--- config.mk ---
export PLATFORM = sky130hd
export DESIGN_NAME = mc_ctrl_flat
export DESIGN_NICKNAME = d
export VERILOG_FILES = /design/src/rtl/ctrl_pkg.sv /design/src/rtl/mc_ctrl_if.sv /design/src/rtl/mc_ctrl_instr_dec.sv /design/src/rtl/mc_ctrl.sv /design/src/flat_wrapper.sv
export SDC_FILE = /design/constraint.sdc
export NUM_CORES = 1
export LEC_CHECK = 0
export CAP_MARGIN = 10
export CORE_MARGIN = 5
export CORE_UTILIZATION = 25
export CTS_CLUSTER_SIZE = 24
export DETAILED_ROUTE_END_ITERATION = 16
export GPL_TIMING_DRIVEN = 0
export PLACE_DENSITY = 0.6
export SYNTH_ARGS = -nofsm -noshare
export SYNTH_HDL_FRONTEND = slang
export SYNTH_HIERARCHICAL = 1
export SYNTH_SLANG_ARGS = --single-unit
--- constraint.sdc ---
create_clock -name clk -period 4.64 [get_ports clk]
set_input_delay 0.696 -clock clk [delete_from_list [all_inputs] [get_ports clk]]
set_output_delay 0.696 -clock clk [all_outputs]
set_load 0.01 [all_outputs]
--- src/rtl/ctrl_pkg.sv ---
// Shared encodings for the multi-cycle controller, the extender and the ALU.
// Opcode/funct constants, state and instruction-class enums, select codes.
package ctrl_pkg;

  localparam logic [5:0] OP_RTYPE = 6'b000000;
  localparam logic [5:0] OP_ORI   = 6'b001101;
  localparam logic [5:0] OP_LUI   = 6'b001111;
  localparam logic [5:0] OP_LW    = 6'b100011;
  localparam logic [5:0] OP_SW    = 6'b101011;
  localparam logic [5:0] OP_BEQ   = 6'b000100;
  localparam logic [5:0] OP_J     = 6'b000010;

  localparam logic [5:0] FN_ADDU  = 6'b100001;
  localparam logic [5:0] FN_SUBU  = 6'b100011;
  localparam logic [5:0] FN_NOP   = 6'b000000;

  typedef enum logic [2:0] {
    ST_RST    = 3'd0,
    ST_FETCH  = 3'd1,
    ST_DECODE = 3'd2,
    ST_EXEC   = 3'd3,
    ST_MEM    = 3'd4,
    ST_WB     = 3'd5
  } state_e;

  typedef enum logic [3:0] {
    CL_NOP  = 4'd0,
    CL_ADDU = 4'd1,
    CL_SUBU = 4'd2,
    CL_ORI  = 4'd3,
    CL_LUI  = 4'd4,
    CL_LW   = 4'd5,
    CL_SW   = 4'd6,
    CL_BEQ  = 4'd7,
    CL_J    = 4'd8,
    CL_ILL  = 4'd9
  } iclass_e;

  localparam logic [1:0] EXT_SIGN = 2'b00;
  localparam logic [1:0] EXT_ZERO = 2'b01;
  localparam logic [1:0] EXT_LUI  = 2'b10;
  localparam logic [1:0] EXT_SHL2 = 2'b11;

  localparam logic [2:0] ALU_ADD   = 3'b000;
  localparam logic [2:0] ALU_SUB   = 3'b001;
  localparam logic [2:0] ALU_OR    = 3'b010;
  localparam logic [2:0] ALU_PASSB = 3'b011;

  localparam logic [1:0] NPC_PC4 = 2'b00;
  localparam logic [1:0] NPC_BR  = 2'b01;
  localparam logic [1:0] NPC_J   = 2'b10;

endpackage

--- src/rtl/mc_ctrl_if.sv ---
// Controller <-> datapath bundle: instruction fields and status in, enables/selects out.
// master = controller side, slave = datapath side.
interface mc_ctrl_if;
  logic [5:0] opcode;
  logic [5:0] funct;
  logic       alu_zero;
  logic       dm_ready;
  logic       pc_we;
  logic       ir_we;
  logic [1:0] npc_sel;
  logic [1:0] ext_op;
  logic       alu_src;
  logic [2:0] alu_op;
  logic       reg_we;
  logic       reg_dst;
  logic       wd_sel;
  logic       dm_req;
  logic       dm_we;
  logic       illegal;
  logic [2:0] state_o;

  modport master (
    input  opcode, funct, alu_zero, dm_ready,
    output pc_we, ir_we, npc_sel, ext_op, alu_src, alu_op,
           reg_we, reg_dst, wd_sel, dm_req, dm_we, illegal, state_o
  );

  modport slave (
    output opcode, funct, alu_zero, dm_ready,
    input  pc_we, ir_we, npc_sel, ext_op, alu_src, alu_op,
           reg_we, reg_dst, wd_sel, dm_req, dm_we, illegal, state_o
  );
endinterface

--- src/rtl/mc_ctrl_instr_dec.sv ---
// Combinational opcode/funct -> instruction class; anything unrecognised is CL_ILL.
// Zero latency; only consulted by the controller in DECODE.
module instr_dec
  import ctrl_pkg::*;
(
  input  logic [5:0] opcode_i,
  input  logic [5:0] funct_i,
  output iclass_e    iclass_o
);

  always_comb begin
    iclass_o = CL_ILL;
    case (opcode_i)
      OP_RTYPE: begin
        case (funct_i)
          FN_ADDU: iclass_o = CL_ADDU;
          FN_SUBU: iclass_o = CL_SUBU;
          FN_NOP:  iclass_o = CL_NOP;
          default: iclass_o = CL_ILL;
        endcase
      end
      OP_ORI:  iclass_o = CL_ORI;
      OP_LUI:  iclass_o = CL_LUI;
      OP_LW:   iclass_o = CL_LW;
      OP_SW:   iclass_o = CL_SW;
      OP_BEQ:  iclass_o = CL_BEQ;
      OP_J:    iclass_o = CL_J;
      default: iclass_o = CL_ILL;
    endcase
  end

endmodule

--- src/rtl/mc_ctrl.sv ---
// Multi-cycle FETCH/DECODE/EXEC/MEM/WB sequencer driving all datapath enables and selects.
// Moore outputs from state + latched class; MEM stalls until dm_ready, sync reset abandons it.
module mc_ctrl
  import ctrl_pkg::*;
(
  input  logic     clk,
  input  logic     reset,
  mc_ctrl_if.master bus
);

  state_e  state_q, state_d;
  iclass_e class_q, class_d;
  iclass_e dec_class;

  instr_dec u_dec (
    .opcode_i (bus.opcode),
    .funct_i  (bus.funct),
    .iclass_o (dec_class)
  );

  always_ff @(posedge clk) begin
    if (!reset) begin
      state_q <= ST_RST;
      class_q <= CL_NOP;
    end else begin
      state_q <= state_d;
      class_q <= class_d;
    end
  end

  assign bus.state_o = state_q;

  always_comb begin
    state_d     = state_q;
    class_d     = class_q;
    bus.pc_we   = 1'b0;
    bus.ir_we   = 1'b0;
    bus.npc_sel = NPC_PC4;
    bus.ext_op  = EXT_SIGN;
    bus.alu_src = 1'b0;
    bus.alu_op  = ALU_ADD;
    bus.reg_we  = 1'b0;
    bus.reg_dst = 1'b0;
    bus.wd_sel  = 1'b0;
    bus.dm_req  = 1'b0;
    bus.dm_we   = 1'b0;
    bus.illegal = 1'b0;

    case (state_q)
      ST_RST: state_d = ST_FETCH;

      ST_FETCH: begin
        bus.ir_we   = 1'b1;
        bus.pc_we   = 1'b1;
        bus.npc_sel = NPC_PC4;
        state_d     = ST_DECODE;
      end

      ST_DECODE: begin
        class_d = dec_class;
        if (dec_class == CL_ILL) begin
          bus.illegal = 1'b1;
          state_d     = ST_FETCH;
        end else if (dec_class == CL_NOP) begin
          state_d = ST_FETCH;
        end else begin
          state_d = ST_EXEC;
        end
      end

      ST_EXEC: begin
        case (class_q)
          CL_ADDU: begin
            bus.alu_op = ALU_ADD;
            state_d    = ST_WB;
          end
          CL_SUBU: begin
            bus.alu_op = ALU_SUB;
            state_d    = ST_WB;
          end
          CL_ORI: begin
            bus.ext_op  = EXT_ZERO;
            bus.alu_op  = ALU_OR;
            bus.alu_src = 1'b1;
            state_d     = ST_WB;
          end
          CL_LUI: begin
            bus.ext_op  = EXT_LUI;
            bus.alu_op  = ALU_PASSB;
            bus.alu_src = 1'b1;
            state_d     = ST_WB;
          end
          CL_LW, CL_SW: begin
            bus.alu_src = 1'b1;
            state_d     = ST_MEM;
          end
          CL_BEQ: begin
            // Only Mealy term: branch redirect follows the live zero flag.
            bus.ext_op = EXT_SHL2;
            bus.alu_op = ALU_SUB;
            if (bus.alu_zero) begin
              bus.pc_we   = 1'b1;
              bus.npc_sel = NPC_BR;
            end
            state_d = ST_FETCH;
          end
          CL_J: begin
            bus.pc_we   = 1'b1;
            bus.npc_sel = NPC_J;
            state_d     = ST_FETCH;
          end
          default: state_d = ST_FETCH;
        endcase
      end

      ST_MEM: begin
        // Address path held at its EXEC setting for the whole access.
        bus.alu_src = 1'b1;
        bus.dm_req  = 1'b1;
        bus.dm_we   = (class_q == CL_SW);
        if (bus.dm_ready) begin
          state_d = (class_q == CL_SW) ? ST_FETCH : ST_WB;
        end
      end

      ST_WB: begin
        bus.reg_we  = 1'b1;
        bus.reg_dst = (class_q == CL_ADDU) || (class_q == CL_SUBU);
        bus.wd_sel  = (class_q == CL_LW);
        state_d     = ST_FETCH;
      end

      default: state_d = ST_RST;
    endcase
  end

endmodule

--- src/flat_wrapper.sv ---
// flat-port wrapper written by rule: the top's interface ports become plain ports
module mc_ctrl_flat import ctrl_pkg::*;
  (clk, reset, bus_opcode, bus_funct, bus_alu_zero, bus_dm_ready, bus_pc_we, bus_ir_we, bus_npc_sel, bus_ext_op, bus_alu_src, bus_alu_op, bus_reg_we, bus_reg_dst, bus_wd_sel, bus_dm_req, bus_dm_we, bus_illegal, bus_state_o);
  mc_ctrl_if bus_i ();
  input  logic clk;
  input  logic reset;
  input wire logic [$bits(bus_i.opcode)-1:0] bus_opcode;
  input wire logic [$bits(bus_i.funct)-1:0] bus_funct;
  input wire logic [$bits(bus_i.alu_zero)-1:0] bus_alu_zero;
  input wire logic [$bits(bus_i.dm_ready)-1:0] bus_dm_ready;
  output wire logic [$bits(bus_i.pc_we)-1:0] bus_pc_we;
  output wire logic [$bits(bus_i.ir_we)-1:0] bus_ir_we;
  output wire logic [$bits(bus_i.npc_sel)-1:0] bus_npc_sel;
  output wire logic [$bits(bus_i.ext_op)-1:0] bus_ext_op;
  output wire logic [$bits(bus_i.alu_src)-1:0] bus_alu_src;
  output wire logic [$bits(bus_i.alu_op)-1:0] bus_alu_op;
  output wire logic [$bits(bus_i.reg_we)-1:0] bus_reg_we;
  output wire logic [$bits(bus_i.reg_dst)-1:0] bus_reg_dst;
  output wire logic [$bits(bus_i.wd_sel)-1:0] bus_wd_sel;
  output wire logic [$bits(bus_i.dm_req)-1:0] bus_dm_req;
  output wire logic [$bits(bus_i.dm_we)-1:0] bus_dm_we;
  output wire logic [$bits(bus_i.illegal)-1:0] bus_illegal;
  output wire logic [$bits(bus_i.state_o)-1:0] bus_state_o;
  assign bus_i.opcode = bus_opcode;
  assign bus_i.funct = bus_funct;
  assign bus_i.alu_zero = bus_alu_zero;
  assign bus_i.dm_ready = bus_dm_ready;
  assign bus_pc_we = bus_i.pc_we;
  assign bus_ir_we = bus_i.ir_we;
  assign bus_npc_sel = bus_i.npc_sel;
  assign bus_ext_op = bus_i.ext_op;
  assign bus_alu_src = bus_i.alu_src;
  assign bus_alu_op = bus_i.alu_op;
  assign bus_reg_we = bus_i.reg_we;
  assign bus_reg_dst = bus_i.reg_dst;
  assign bus_wd_sel = bus_i.wd_sel;
  assign bus_dm_req = bus_i.dm_req;
  assign bus_dm_we = bus_i.dm_we;
  assign bus_illegal = bus_i.illegal;
  assign bus_state_o = bus_i.state_o;
  mc_ctrl u_core (.clk(clk), .reset(reset), .bus(bus_i));
endmodule
==> impl_metrics.csv <==
group,metric,value,unit
run,cap_violations,0,
global_route,antenna_found_initial,0,
global_route,grt_overflow,0,
timing,finClkSkew,0.00208,ns
critical_path,crit_top_cell,"clkdlybuf4s50_1",
global_route,grt_pass1_vias,836,
critical_path,critPathSlowestCell,"clkdlybuf4s50_1",
synth,yosys.area.top_type,"dfxtp_1",
critical_path,crit_buf_inv,2,
detailed_routing,drc,0,
detailed_routing,vias,889,
layout,drive_gt1_frac,0.132,
timing,period_minus_slack,3.85,ns
cts,cts-resized-gates,0,
critical_path,crit_family,"buffers and inverters",
synth,yosysTopAreaCellShare,0.159,
synth,synth_warnings,6,
timing,slew_violations,0,
cts,cts_tree,"built",
synth,seq_area_frac_synth,0.159,
critical_path,path_class,"in -> out",
critical_path,max_stage_delay,0.60,ns
critical_path,path_cells,"clkdlybuf4s50_1 > or4_4 > o311ai_2 > nand2_1 > nor4b_1 > clkdlybuf4s50_1",
floorplan,rows,21,
floorplan,start_util,0.262,
timing,hold_slack,0.638,ns
floorplan,dieArea,4800,sq um
power,swShare,0.318,
detailed_routing,wirelength,2210,um
power,power.leakage,0.434,nW
timing,timing.setup.tns,0,ns
layout,fill_cells,366,
cts,cts_buffers,3,
timing,setup_viol,0,
layout,stdcell_count,190,
critical_path,required,3.94,ns
cts,root_buffer,"clkbuf_4",
critical_path,r2r_start,"u_core/bus.state_o[1]",
floorplan,die_h,69.3,um
power,p_switching,0.0656,mW
global_route,grt_pass1_wl,3760,um
cts,postCtsSetupBuffers,0,
place,portBuffers,29,
synth,avgSynthCellArea,7.92,sq um
synth,synth_seq_cells,7,
power,intPower,0.140,mW
detailed_routing,postRouteAntennaNets,0,
detailed_routing,wl_per_cell,11.6,um
cts,cts_hold_buf,0,
cts,clkLatencyLatePin,0.25,ns
layout,area_growth,42.5,%
power,clockPowerShare,0.275,
cts,cts.path.max_buffers,2,
layout,final_common_cell,"clkdlybuf4s50_1",
timing,final_hold_viol_count,0,
status,status,"finished clean",
power,pwr-share-seq,0.325,
critical_path,worst-path-max-fanout,7,
detailed_routing,first_pass_iters,4,
timing,post-route-period-util,0.829,
timing,fmax,0.260,GHz
detailed_routing,drt_iter0_markers,52,
global_route,grt_max_degree,11,
synth,synthCells,111,
critical_path,startpoint,"bus_opcode[3]",
floorplan,ios,35,
min_path,hp-start,"u_core/class_q[3]",
power,power_frac_comb,0.400,
floorplan,die_w,69.3,um
critical_path,worstPathArrival,3.15,ns
layout,nets,161,
place,dpl.hpwl,1780,um
detailed_routing,viasPerCell,4.68,
synth,synth_nets,127,
min_path,min_path_type,"reg -> reg",
power,power_density,164,nW/um^2
synth,syn_area,880,sq um
cts,cts.sinks,7,
critical_path,endpoint_kind,"output port",
place,placed_cells,186,
layout,utilization,0.373,
layout,antenna-diode-count,0,
cts,clkTransAtPathRegs,0.05,ns
cts,htreeDepth,1,
synth,synthDistinctLibCells,44,
synth,yosys-top-cells-area,"dfxtp_1 (16%), buf_6 (5.1%), nor2b_1 (5.0%)",
critical_path,start_kind,"input port",
global_route,grt_usage,0.0939,
timing,rsz0062_at_grt,"false",
power,peakVddDrop,0.0397,mV
layout,mostFrequentLayoutCells,"clkdlybuf4s50_1 (29), nor2_1 (10), nand2_1 (8), nor2b_1 (7), dfxtp_1 (7)",
floorplan,coreArea,3360,sq um
place,gp_congestion,0.729,
## layer usage
layer,GRT usage,wire [um],vias to the layer above
met5,0,0,-
met4,0.0586,51,0
met3,0.0174,136,4
met2,0.157,1030,28
met1,0.110,987,394
li1,-,-,463
## cell type report
cell class | count | area (sq um) | share of cell area
plain buffers | 11 | 82.6 | 0.0659
clock buffers | 4 | 26.3 | 0.0210
inverters | 5 | 18.8 | 0.0150
multi-input cells | 88 | 638 | 0.509
flip-flops and latches | 7 | 140 | 0.112
well taps | 46 | 57.6 | 0.0459
repair buffers | 29 | 290 | 0.232
## worst reg2reg max path, stage by stage (launching register included)
cell	delay (ns)
dfxtp_1	0.34
buf_6	0.15
and2b_2	0.25
nor4_1	0.29
nor4b_1	0.09
## sequential cells by signal, summed over array words and instances (netlist names)
name	cells
u_core/class_q	4
u_core/bus.state_o	3
## path summary, 6_finish.rpt
check,to,slack [ns],cells after the start
hold reg to reg,u_core/class_q[3],0.64,2
setup / recovery,bus_illegal,0.79,6
setup reg to reg,u_core/bus.state_o[1],3.41,4
hold / removal,u_core/class_q[3],0.64,2
## cell families (layout without fill, tap and decap cells)
kind of cell    count (synthesis)  in the layout  share of synthesized area
xor+xnor                        5              5                     0.0498
simple gates                   57             57                      0.437
other cells                     1              1                    0.00426
buf+inv                        16             49                      0.115
compound gates                 21             21                      0.189
flops                           7              7                      0.159
mux                             4              4                     0.0455
## power groups by stage
stage / clock [mW] / combinational (mW) / sequential [mW]
6_report: 0.0568 / 0.0824 / 0.0669
5_1_grt: 0.0625 / 0.0901 / 0.0677
4_1_cts: 0.0597 / 0.0832 / 0.0669
3_5_place_dp: 0 / 0.0828 / 0.0682
3_3_place_gp: 0 / 0.0820 / 0.0680
2_1_floorplan: 0 / 0.0502 / 0.0688
## synthesized netlist by cell type, drive strengths merged
cell type and n:
nand4bb 1, nor2 10, dfxtp 7, and2b 1, conb 1, nand4b 3
a211oi 1, or3b 1, nor3b 3, and2 2, buf 9, nor3 4
clkbuf 2, nor4 3, o41a 1, nand4 1, nand2 8, inv 5
a31oi 2, o211a 2, o211ai 2, nor2b 7, xor2 2, nand3b 4
o311ai 1, nor4b 2, and3 1, o21a 3, o21ai 4, o22ai 1
a21oi 2, mux2i 4, nand3 2, xnor2 3, or4 1, nand2b 1
and3b 2, a2111o 1, o2111ai 1
## metrics by stage
stage          power (mW)  worst slack (ns)  instance area, sq um
2_1_floorplan       0.119              1.68                   880
3_3_place_gp        0.150             0.765                  1230
3_5_place_dp        0.151             0.723                  1230
4_1_cts             0.210             0.737                  1250
5_1_grt             0.220             0.620                  1250
6_report            0.206             0.793                  1250
Note: power is estimated with default switching activity, not from simulation.
